$ cat src/rtl/mesh_adapter_job_pe_match_initiator.sv
// Initiator end of the job PE <-> shared match PE mesh link: packs match requests
// into mesh packets, unpacks returning match lengths, and tracks lazy slots in flight.
`ifndef ADDR_WIDTH
`define ADDR_WIDTH 16
`endif
`ifndef LAZY_LEN_LOG2
`define LAZY_LEN_LOG2 3
`endif
`ifndef MATCH_LEN_WIDTH
`define MATCH_LEN_WIDTH 8
`endif
`ifndef MESH_X_SIZE_LOG2
`define MESH_X_SIZE_LOG2 2
`endif
`ifndef MESH_Y_SIZE_LOG2
`define MESH_Y_SIZE_LOG2 2
`endif
`ifndef MESH_W
`define MESH_W 64
`endif

module mesh_adapter_job_pe_match_initiator_chk #(
    parameter int MY_Y = 0
) (
    input logic clk,
    input logic rst_n,
    input logic from_fire,
    input logic tag_busy
);
    // The return tag drops MY_Y[0], so an odd row cannot be reached by responses.
    if ((MY_Y % 2) != 0) begin : g_bad_my_y
        $fatal(1, "mesh_adapter_job_pe_match_initiator: MY_Y must be even");
    end

    // A returning packet must name a lazy slot that is actually in flight.
    always @(posedge clk) begin
        if (rst_n && from_fire) begin
            assert (tag_busy) else $fatal(1, "mesh_adapter_job_pe_match_initiator: response for idle tag");
        end
    end
endmodule

module mesh_adapter_job_pe_match_initiator #(
    parameter int MY_X            = 0,
    parameter int MY_Y            = 0,
    parameter int MATCH_PE_X      = 0,
    parameter int MATCH_PE_Y      = 1,
    parameter int MAX_OUTSTANDING = (1 << `LAZY_LEN_LOG2)
) (
    input  logic                          clk,
    input  logic                          rst_n,
    input  logic                          match_req_valid,
    output logic                          match_req_ready,
    input  logic [`ADDR_WIDTH-1:0]        match_req_head_addr,
    input  logic [`ADDR_WIDTH-1:0]        match_req_history_addr,
    input  logic [`LAZY_LEN_LOG2-1:0]     match_req_tag,
    output logic                          match_resp_valid,
    input  logic                          match_resp_ready,
    output logic [`LAZY_LEN_LOG2-1:0]     match_resp_tag,
    output logic [`MATCH_LEN_WIDTH-1:0]   match_resp_match_len,
    output logic                          to_mesh_valid,
    input  logic                          to_mesh_ready,
    output logic [`MESH_X_SIZE_LOG2-1:0]  to_mesh_x_dst,
    output logic [`MESH_Y_SIZE_LOG2-1:0]  to_mesh_y_dst,
    output logic [`MESH_W-1:0]            to_mesh_payload,
    input  logic                          from_mesh_valid,
    output logic                          from_mesh_ready,
    input  logic [`MESH_W-1:0]            from_mesh_payload
);
    localparam int TW    = `LAZY_LEN_LOG2;
    localparam int NT    = 1 << TW;
    localparam int AW    = `ADDR_WIDTH;
    localparam int LW    = `MATCH_LEN_WIDTH;
    localparam int XW    = `MESH_X_SIZE_LOG2;
    localparam int YW    = `MESH_Y_SIZE_LOG2;
    localparam int MW    = `MESH_W;
    localparam int OW    = $clog2(MAX_OUTSTANDING + 1);
    localparam int REQ_W = 2 * AW + TW + (YW - 1) + XW;

    localparam logic [XW-1:0] MY_X_C      = XW'(MY_X);
    localparam logic [YW-1:0] MY_Y_C      = YW'(MY_Y);
    localparam logic [XW-1:0] PE_X_C      = XW'(MATCH_PE_X);
    localparam logic [YW-1:0] PE_Y_C      = YW'(MATCH_PE_Y);
    localparam logic [OW-1:0] MAX_OUT_C   = OW'(MAX_OUTSTANDING);
    localparam logic [OW-1:0] ONE_C       = OW'(1);

    logic [NT-1:0]  busy_r;
    logic [OW-1:0]  outstanding_r;
    logic           to_mesh_valid_r;
    logic [MW-1:0]  to_mesh_payload_r;
    logic           match_resp_valid_r;
    logic [TW-1:0]  match_resp_tag_r;
    logic [LW-1:0]  match_resp_len_r;

    logic           req_ready_s;
    logic           from_ready_s;
    logic           req_fire_s;
    logic           from_fire_s;
    logic           resp_fire_s;
    logic           from_busy_s;
    logic [TW-1:0]  from_tag_s;
    logic [LW-1:0]  from_len_s;
    logic [MW-1:0]  req_pkt_s;
    logic           unused_payload_s;

    assign unused_payload_s = ^from_mesh_payload[MW-1:TW+LW];

    // Handshake qualification and packet formatting; busy is checked without bypass.
    always_comb begin
        from_tag_s   = from_mesh_payload[TW-1:0];
        from_len_s   = from_mesh_payload[TW +: LW];
        from_busy_s  = busy_r[from_tag_s];
        req_ready_s  = !busy_r[match_req_tag] && (outstanding_r < MAX_OUT_C)
                       && (!to_mesh_valid_r || to_mesh_ready);
        from_ready_s = !match_resp_valid_r || match_resp_ready;
        req_fire_s   = match_req_valid && req_ready_s;
        from_fire_s  = from_mesh_valid && from_ready_s;
        resp_fire_s  = from_fire_s && from_busy_s;
        req_pkt_s    = {{(MW - REQ_W){1'b0}}, match_req_head_addr, match_req_history_addr,
                        match_req_tag, MY_Y_C[YW-1:1], MY_X_C};
    end

    // Lazy-slot scoreboard: set and clear can never target the same bit in one cycle.
    always_ff @(posedge clk or negedge rst_n) begin
        if (!rst_n) begin
            busy_r        <= '0;
            outstanding_r <= '0;
        end else begin
            if (req_fire_s) begin
                busy_r[match_req_tag] <= 1'b1;
            end
            if (resp_fire_s) begin
                busy_r[from_tag_s] <= 1'b0;
            end
            case ({req_fire_s, resp_fire_s})
                2'b10:   outstanding_r <= outstanding_r + ONE_C;
                2'b01:   outstanding_r <= outstanding_r - ONE_C;
                default: outstanding_r <= outstanding_r;
            endcase
        end
    end

    // Outbound request register, held until the mesh takes it.
    always_ff @(posedge clk or negedge rst_n) begin
        if (!rst_n) begin
            to_mesh_valid_r   <= 1'b0;
            to_mesh_payload_r <= '0;
        end else if (req_fire_s) begin
            to_mesh_valid_r   <= 1'b1;
            to_mesh_payload_r <= req_pkt_s;
        end else if (to_mesh_ready) begin
            to_mesh_valid_r   <= 1'b0;
        end
    end

    // Response register; packets for idle tags are consumed but never forwarded.
    always_ff @(posedge clk or negedge rst_n) begin
        if (!rst_n) begin
            match_resp_valid_r <= 1'b0;
            match_resp_tag_r   <= '0;
            match_resp_len_r   <= '0;
        end else if (resp_fire_s) begin
            match_resp_valid_r <= 1'b1;
            match_resp_tag_r   <= from_tag_s;
            match_resp_len_r   <= from_len_s;
        end else if (match_resp_ready) begin
            match_resp_valid_r <= 1'b0;
        end
    end

    assign match_req_ready      = req_ready_s;
    assign from_mesh_ready      = from_ready_s;
    assign to_mesh_valid        = to_mesh_valid_r;
    assign to_mesh_payload      = to_mesh_payload_r;
    assign to_mesh_x_dst        = PE_X_C;
    assign to_mesh_y_dst        = PE_Y_C;
    assign match_resp_valid     = match_resp_valid_r;
    assign match_resp_tag       = match_resp_tag_r;
    assign match_resp_match_len = match_resp_len_r;

    mesh_adapter_job_pe_match_initiator_chk #(
        .MY_Y(MY_Y)
    ) u_chk (
        .clk      (clk),
        .rst_n    (rst_n),
        .from_fire(from_fire_s),
        .tag_busy (from_busy_s)
    );
endmodule
$ cat config.mk
export PLATFORM = sky130hd
export DESIGN_NAME = mesh_adapter_job_pe_match_initiator
export DESIGN_NICKNAME = d
export VERILOG_FILES = /design/src/rtl/mesh_adapter_job_pe_match_initiator.sv
export SDC_FILE = /design/constraint.sdc
export NUM_CORES = 1
export LEC_CHECK = 0
export CORE_AREA = 5 5 126 92
export DETAILED_ROUTE_END_ITERATION = 8
export DIE_AREA = 0 0 131 97
export PLACE_DENSITY = 0.72
export SKIP_CTS_REPAIR_TIMING = 1
export SLEW_MARGIN = 30
export SYNTH_ARGS = -nofsm -noshare
export SYNTH_HDL_FRONTEND = slang
export SYNTH_HIERARCHICAL = 1
export SYNTH_SLANG_ARGS = --single-unit
$ cat constraint.sdc
create_clock -name clk -period 4.5 [get_ports clk]
set_input_delay 0.45 -clock clk [delete_from_list [all_inputs] [get_ports clk]]
set_output_delay 0.45 -clock clk [all_outputs]
set_load 0.02 [all_outputs]
==> summary.md <==
| Metric | Value |
|---|---|
| Final setup viols | `0` |
| Critical path class | `primary input to primary output` |
| Switching Share | `33.8%` |
| First-pass GRT wire length | `between 10 and 15 mm` |
| Synth Register Bits | `60` |
| Die W | `131 um` |
| Ports | `between 150 and 200` |
| Ant diodes | `0` |
| Post-synthesis sequential area ratio | `between 40 and 50%` |
| Synth warnings | `6` |
| Synth Instances | `224` |
| DRT antenna net count | `0` |
| Core area | `slightly above 10000 um^2` |
| Antenna violations before repair | `0` |
| Leakage | `a little under 2 nW` |
| Setup TNS | `0 ps` |
| Drt pass-1 iters | `4` |
| Initial core utilization | `29.7%` |
| Slew margin rel. | `48.2%` |
| Max-Cap Viols | `0` |
| Global route overflow | `0` |
| Die area | `12700 um^2` |
| Clock power frac | `between 20% and 30%` |
| Min Clock Period, post-route | `approximately 3700 ps` |
| Placer congestion estimate | `between 0.7 and 0.8` |
| Port buffer count | `101` |
| Crit. End Element | `primary output` |
| Status | `complete, no violations` |
| Row count | `31` |
| Root Buffer | `clkbuf_16` |
| Total GRT Usage | `roughly 11%` |
| Layout Nets | `~440` |
| Skew final | `about 3.9 ps` |
| Clk_lat worst skew | `320 ps` |
| Comb power frac | `between 40 and 50%` |
| CP Data Required Time | `around 4100 ps` |
| Layout filler cell count | `between 900 and 1000` |
| Syn Area/Cell | `roughly 13 um^2` |
| Via-per-instance ratio | `4.32` |
| VDD IR-drop max | `roughly 360 uV` |
| Hold Path Class | `primary input to asynchronous set/reset pin` |
| CTS Buf Count | `9` |
| Top FF cell, synth | `dfrtp_1` |
| Pint | `about 0.0021 W` |
| Hold WS | `between 200 and 300 ps` |
| Share of layout cells above drive strength 1 | `about 23%` |
| WL/cell | `14.4 um` |
| Post-synth EDFFs | `0` |
| CTS tree | `yes` |
| Startpoint types | `primary input` |
| Post-synth ARST share | `100%` |
| NetSw | `roughly 0.0011 W` |
| Cell Area, Synth | `about 3000 um^2` |
| CTS Buffer Depth | `2` |
| WL final | `6.72 mm` |
| Vias in the first global route | `~2200` |
| Syn-to-layout area delta | `42.6%` |
| Largest net degree at the start of global routing | `slightly above 60` |
| Fmax | `approximately 270 MHz` |
| Measured slew at the worst slew-check pin | `~780 ps` |
| Part of the cycle the worst path needs | `between 80% and 90%` |
| Die Ht | `between 90 and 100 um` |
| CP Data Arrival Time | `about 3200 ps` |
| Unique masters post-synth | `35` |
| Via count | `approximately 2000` |
| CTS H-tree depth | `3` |
| RSZ-0062 raised after global routing | `no` |
| Initial DRC Count | `54` |
| Reg power frac | `a little under a third` |
| Hpwl dp | `between 4 and 5 mm` |
| Power Total | `around 0.0031 W` |
| Slew Viols, Final | `0` |
| Critical Path Fanout Max | `13` |
| CTS clk-pin slew, worst paths | `approximately 50 ps` |
| Power Dens Cells | `725 nW/um^2` |
| # DRC | `0` |
| Endpoints failing hold | `0` |
| Clock sinks | `60` |
[kinds of logic after synthesis]
logic type / count (synthesis) / share of synthesized area (%)
buffers and inverters: 45 / 10.8
AO/OA/AOI/OAI: 23 / 5.60
other: 2 / 0.249
AND/OR/NAND/NOR: 31 / 6.81
XOR/XNOR: 5 / 1.45
flip-flops: 60 / 49.8
adder cells (fa/ha/maj): 3 / 1.25
multiplexers: 55 / 24.0
[registers in the layout (all words and copies together) (netlist names)]
name	flops
match_resp_match_len	8
busy_r	8
outstanding_r	4
to_mesh_payload	35
match_resp_tag	3
to_mesh_valid	1
match_resp_valid	1
[worst max-delay path, stage by stage]
cell and delay, ps:
clkdlybuf4s50_1 760, mux2_2 380, a222oi_1 470, buf_4 240
nand2_1 70, nor3_1 190, clkdlybuf4s50_1 650
[final timing paths]
path / from / endpoint / slack [ps] / cells after the start
max in group asynchronous: rst_n / busy_r[3] / 3680 / 2
min in group clk: to_mesh_payload[28] / to_mesh_payload[28] / 510 / 1
setup / recovery: match_req_tag[0] / match_req_ready / 830 / 7
hold / removal: rst_n / to_mesh_payload[7] / 290 / 2
setup reg to reg: busy_r[3] / outstanding_r[2] / 1710 / 10
hold reg to reg: to_mesh_payload[28] / to_mesh_payload[28] / 510 / 1
[layer usage]
layer  vias up  part of all wire, %  global-route usage (%)
li1        936                    -                       -
met1       993                   42                    13.0
met2        73                   47                    15.7
met3         7                   11                    6.44
met4         0                 0.88                    3.72
met5         -                    0                       0
[placed cells by master (no fill, tap or decap), types with 4 or more instances in the layout]
master,count
clkdlybuf4s50_1,100
dfrtp_1,60
conb_1,33
mux2_4,28
mux2_2,27
a41oi_1,10
clkbuf_16,9
nor2b_1,6
nor2_1,5
a21oi_1,5
xor2_1,4
buf_4,4
[power groups by stage]
stage / clock network, W / logic, W / registers [W]
2_1_floorplan: 0 / 0.000653 / 0.00124
6_report: 0.000622 / 0.00150 / 0.000992
3_3_place_gp: 0 / 0.00150 / 0.000983
5_1_grt: 0.000671 / 0.00160 / 0.00103
4_1_cts: 0.000648 / 0.00152 / 0.000995
3_5_place_dp: 0 / 0.00152 / 0.000994
[cells in the mapped netlist, types with 4 or more instances]
cell     instances  share of area [%]
dfrtp_1         60                 50
buf_4           35                8.7
mux2_4          28                 14
mux2_2          27                 10
a41oi_1         10                2.9
nor2b_1          6                1.2
a21oi_1          5               0.83
nor2_1           5               0.62
xor2_1           4                1.2
[metrics by stage]
stage               utilization (%)  std cells  cell area, um^2  worst slack, ps
global route                   42.3        465             4300              716
global placement               39.6        451             4020              822
floorplan                         -        255             3130             1730
CTS                            42.3        465             4300              834
detailed placement             39.6        451             4020              761
finish                         42.3        465             4300              831
[cell type report]
type | instances | area (um^2) | area share (%)
timing repair buffer | 105 | 1040 | 24.1
clock buffer | 12 | 267 | 6.20
tap | 132 | 165 | 3.84
clock inverter | 2 | 10.0 | 0.233
sequential | 60 | 1500 | 34.9
inverter | 4 | 15.0 | 0.349
multi-input combinational | 150 | 1300 | 30.3
(Power assumes the default switching activity.)
==> variant (config.mk and constraints unchanged) <==
The macro `MESH_Y_SIZE_LOG2` goes from 2 to 3.
--- a/src/rtl/mesh_adapter_job_pe_match_initiator.sv
+++ b/src/rtl/mesh_adapter_job_pe_match_initiator.sv
@@ -14,5 +14,5 @@
 `endif
 `ifndef MESH_Y_SIZE_LOG2
-`define MESH_Y_SIZE_LOG2 2
+`define MESH_Y_SIZE_LOG2 3
 `endif
 `ifndef MESH_W
Interface: changed (resized to_mesh_y_dst); port bits go from 188 to 189. No check against the original RTL was run, so the function may have changed too.
==> variant against the unedited design <==
Setup slack gained 37 ps; area after synthesis grew 0.25%; first-iteration DRC count shrank 13%; worst hold slack lost 19 ps; count of clock-buffer cells in the layout grew 3; routed wire length grew 3.8%; sequential cell count is the same; sequential share of layout area shrank 0.081 points; final area grew 0.23%; clock skew grew 2.8 ps; power grew 0.65%; critical endpoint unchanged; largest cell class unchanged; highest routed layer unchanged.
==> variant: results (changes against the unedited design) <==
\begin{tabular}{lr}
\hline
Metric & Value \\
\hline
\multicolumn{2}{l}{\textbf{Synthesis}} \\
Compound-gate portion of the synthesized area & 5.590\% (was 5.604\%) \\
Warnings from Yosys & 6 (unchanged) \\
Portion of the post-synthesis area used by sequential elements & 49.69\% (was 49.81\%) \\
Top cells by count, synth & sky130\_fd\_sc\_hd\_\_dfrtp\_1, sky130\_fd\_sc\_hd\_\_buf\_4, sky130\_fd\_sc\_hd\_\_mux2\_4 (unchanged) \\
Synthesized instance count & 225 (was 224) \\
Portion of netlist area occupied by mux cells & 23.98\% (was 24.03\%) \\
Xor and xnor area share after synthesis & 1.449\% (was 1.453\%) \\
Share of synthesized cell area in full adder, half adder and majority cells & 1.242\% (was 1.245\%) \\
\multicolumn{2}{l}{\textbf{Placed design}} \\
Post-DP HPWL & 5090 µm (was 4964 µm) \\
Instance area after placement & 4025 µm² (was 4021 µm²) \\
RD Place Congestion & 0.7448 (was 0.7407) \\
Setup slack after placement & 778.9 ps (was 761.4 ps) \\
\multicolumn{2}{l}{\textbf{Worst setup path}} \\
Arrival time reported for the critical path endpoint & 3180 ps (was 3220 ps) \\
Reg2reg setup slack & 1730 ps (was 1710 ps) \\
\multicolumn{2}{l}{\textbf{GRT}} \\
Vias in the first global route & 2170 (was 2155) \\
GR met1 Demand/Resource & 13.82\% (was 13.00\%) \\
Met2 demand-to-capacity share in global routing & 15.91\% (was 15.68\%) \\
Global-route wire length before repair & 11160 µm (was 10800 µm) \\
M3 GR Usage & 6.498\% (was 6.443\%) \\
GRT Resource Usage Total & 11.11\% (was 10.75\%) \\
\multicolumn{2}{l}{\textbf{Route}} \\
Routed wire length per instance & 14.89 µm (was 14.44 µm) \\
Violation count after the first detailed-routing iteration & 47 (was 54) \\
Routed vias/inst & 4.308 (was 4.320) \\
\multicolumn{2}{l}{\textbf{Finish}} \\
Final net count & 439 (was 438) \\
Area of all placed cells without fillers & 4308 µm² (was 4298 µm²) \\
Filler cell count & 943 (was 956) \\
\multicolumn{2}{l}{\textbf{STA}} \\
Worst Skew & 6.683 ps (was 3.906 ps) \\
\multicolumn{2}{l}{\textbf{Power and ir drop}} \\
Leak Pwr & 1.924 nW (was 1.921 nW) \\
\multicolumn{2}{l}{\textbf{Run status}} \\
Outcome & finished, final reports clean (unchanged) \\
\hline
\end{tabular}
-- variant: changes by cell type in the layout (fill, tap and decap cells not counted), sizes merged --
cell / before / now
clkbuf: 12 / 15
conb: 33 / 34
clkinv: 3 / 2
-- variant: cells by family after synthesis --
| group | Yosys count |
|---|---|
| multiplexers | 55 |
| XOR/XNOR | 5 |
| flip-flops | 60 |
| adder cells (fa/ha/maj) | 3 |
| other | 2 |
| buffers and inverters | 46 |
| AO/OA/AOI/OAI | 23 |
| AND/OR/NAND/NOR | 31 |
-- variant: cell type report --
cell class / instances / area share (%)
Multi-Input combinational cell: 151 / 30.35
Inverter: 4 / 0.3485
Clock inverter: 1 / 0.1162
Tap cell: 132 / 3.834
Sequential cell: 60 / 34.85
Timing Repair Buffer: 105 / 24.05
Clock buffer: 15 / 6.448
-- variant: worst max path at each step --
| stage | endpoint | slack, ps | depth (start not counted) |
|---|---|---|---|
| floorplan | outstanding_r[2]$_DFFE_PN0P_ | 1730 | 12 |
| global placement | outstanding_r[2]$_DFFE_PN0P_ | 800 | 11 |
| detailed placement | outstanding_r[2]$_DFFE_PN0P_ | 780 | 11 |
| CTS | match_req_ready | 870 | 7 |
| global route | match_req_ready | 650 | 7 |
| finish | match_req_ready | 870 | 7 |
-- variant: metal layers --
| layer | wire length, µm | share of wire [%] |
|---|---|---|
| met2 | 3161 | 45 |
| met5 | 0 | 0 |
| met3 | 829 | 12 |
| met4 | 85 | 1.2 |
| met1 | 2893 | 42 |
-- variant: where the power goes --
part           internal [mW]  switching, mW  leakage [nW]  total, mW
registers              0.820          0.168         0.707      0.988
logic                  0.836          0.673          1.08       1.51
clock network          0.417          0.223         0.140      0.640
total                   2.07           1.06          1.92       3.14
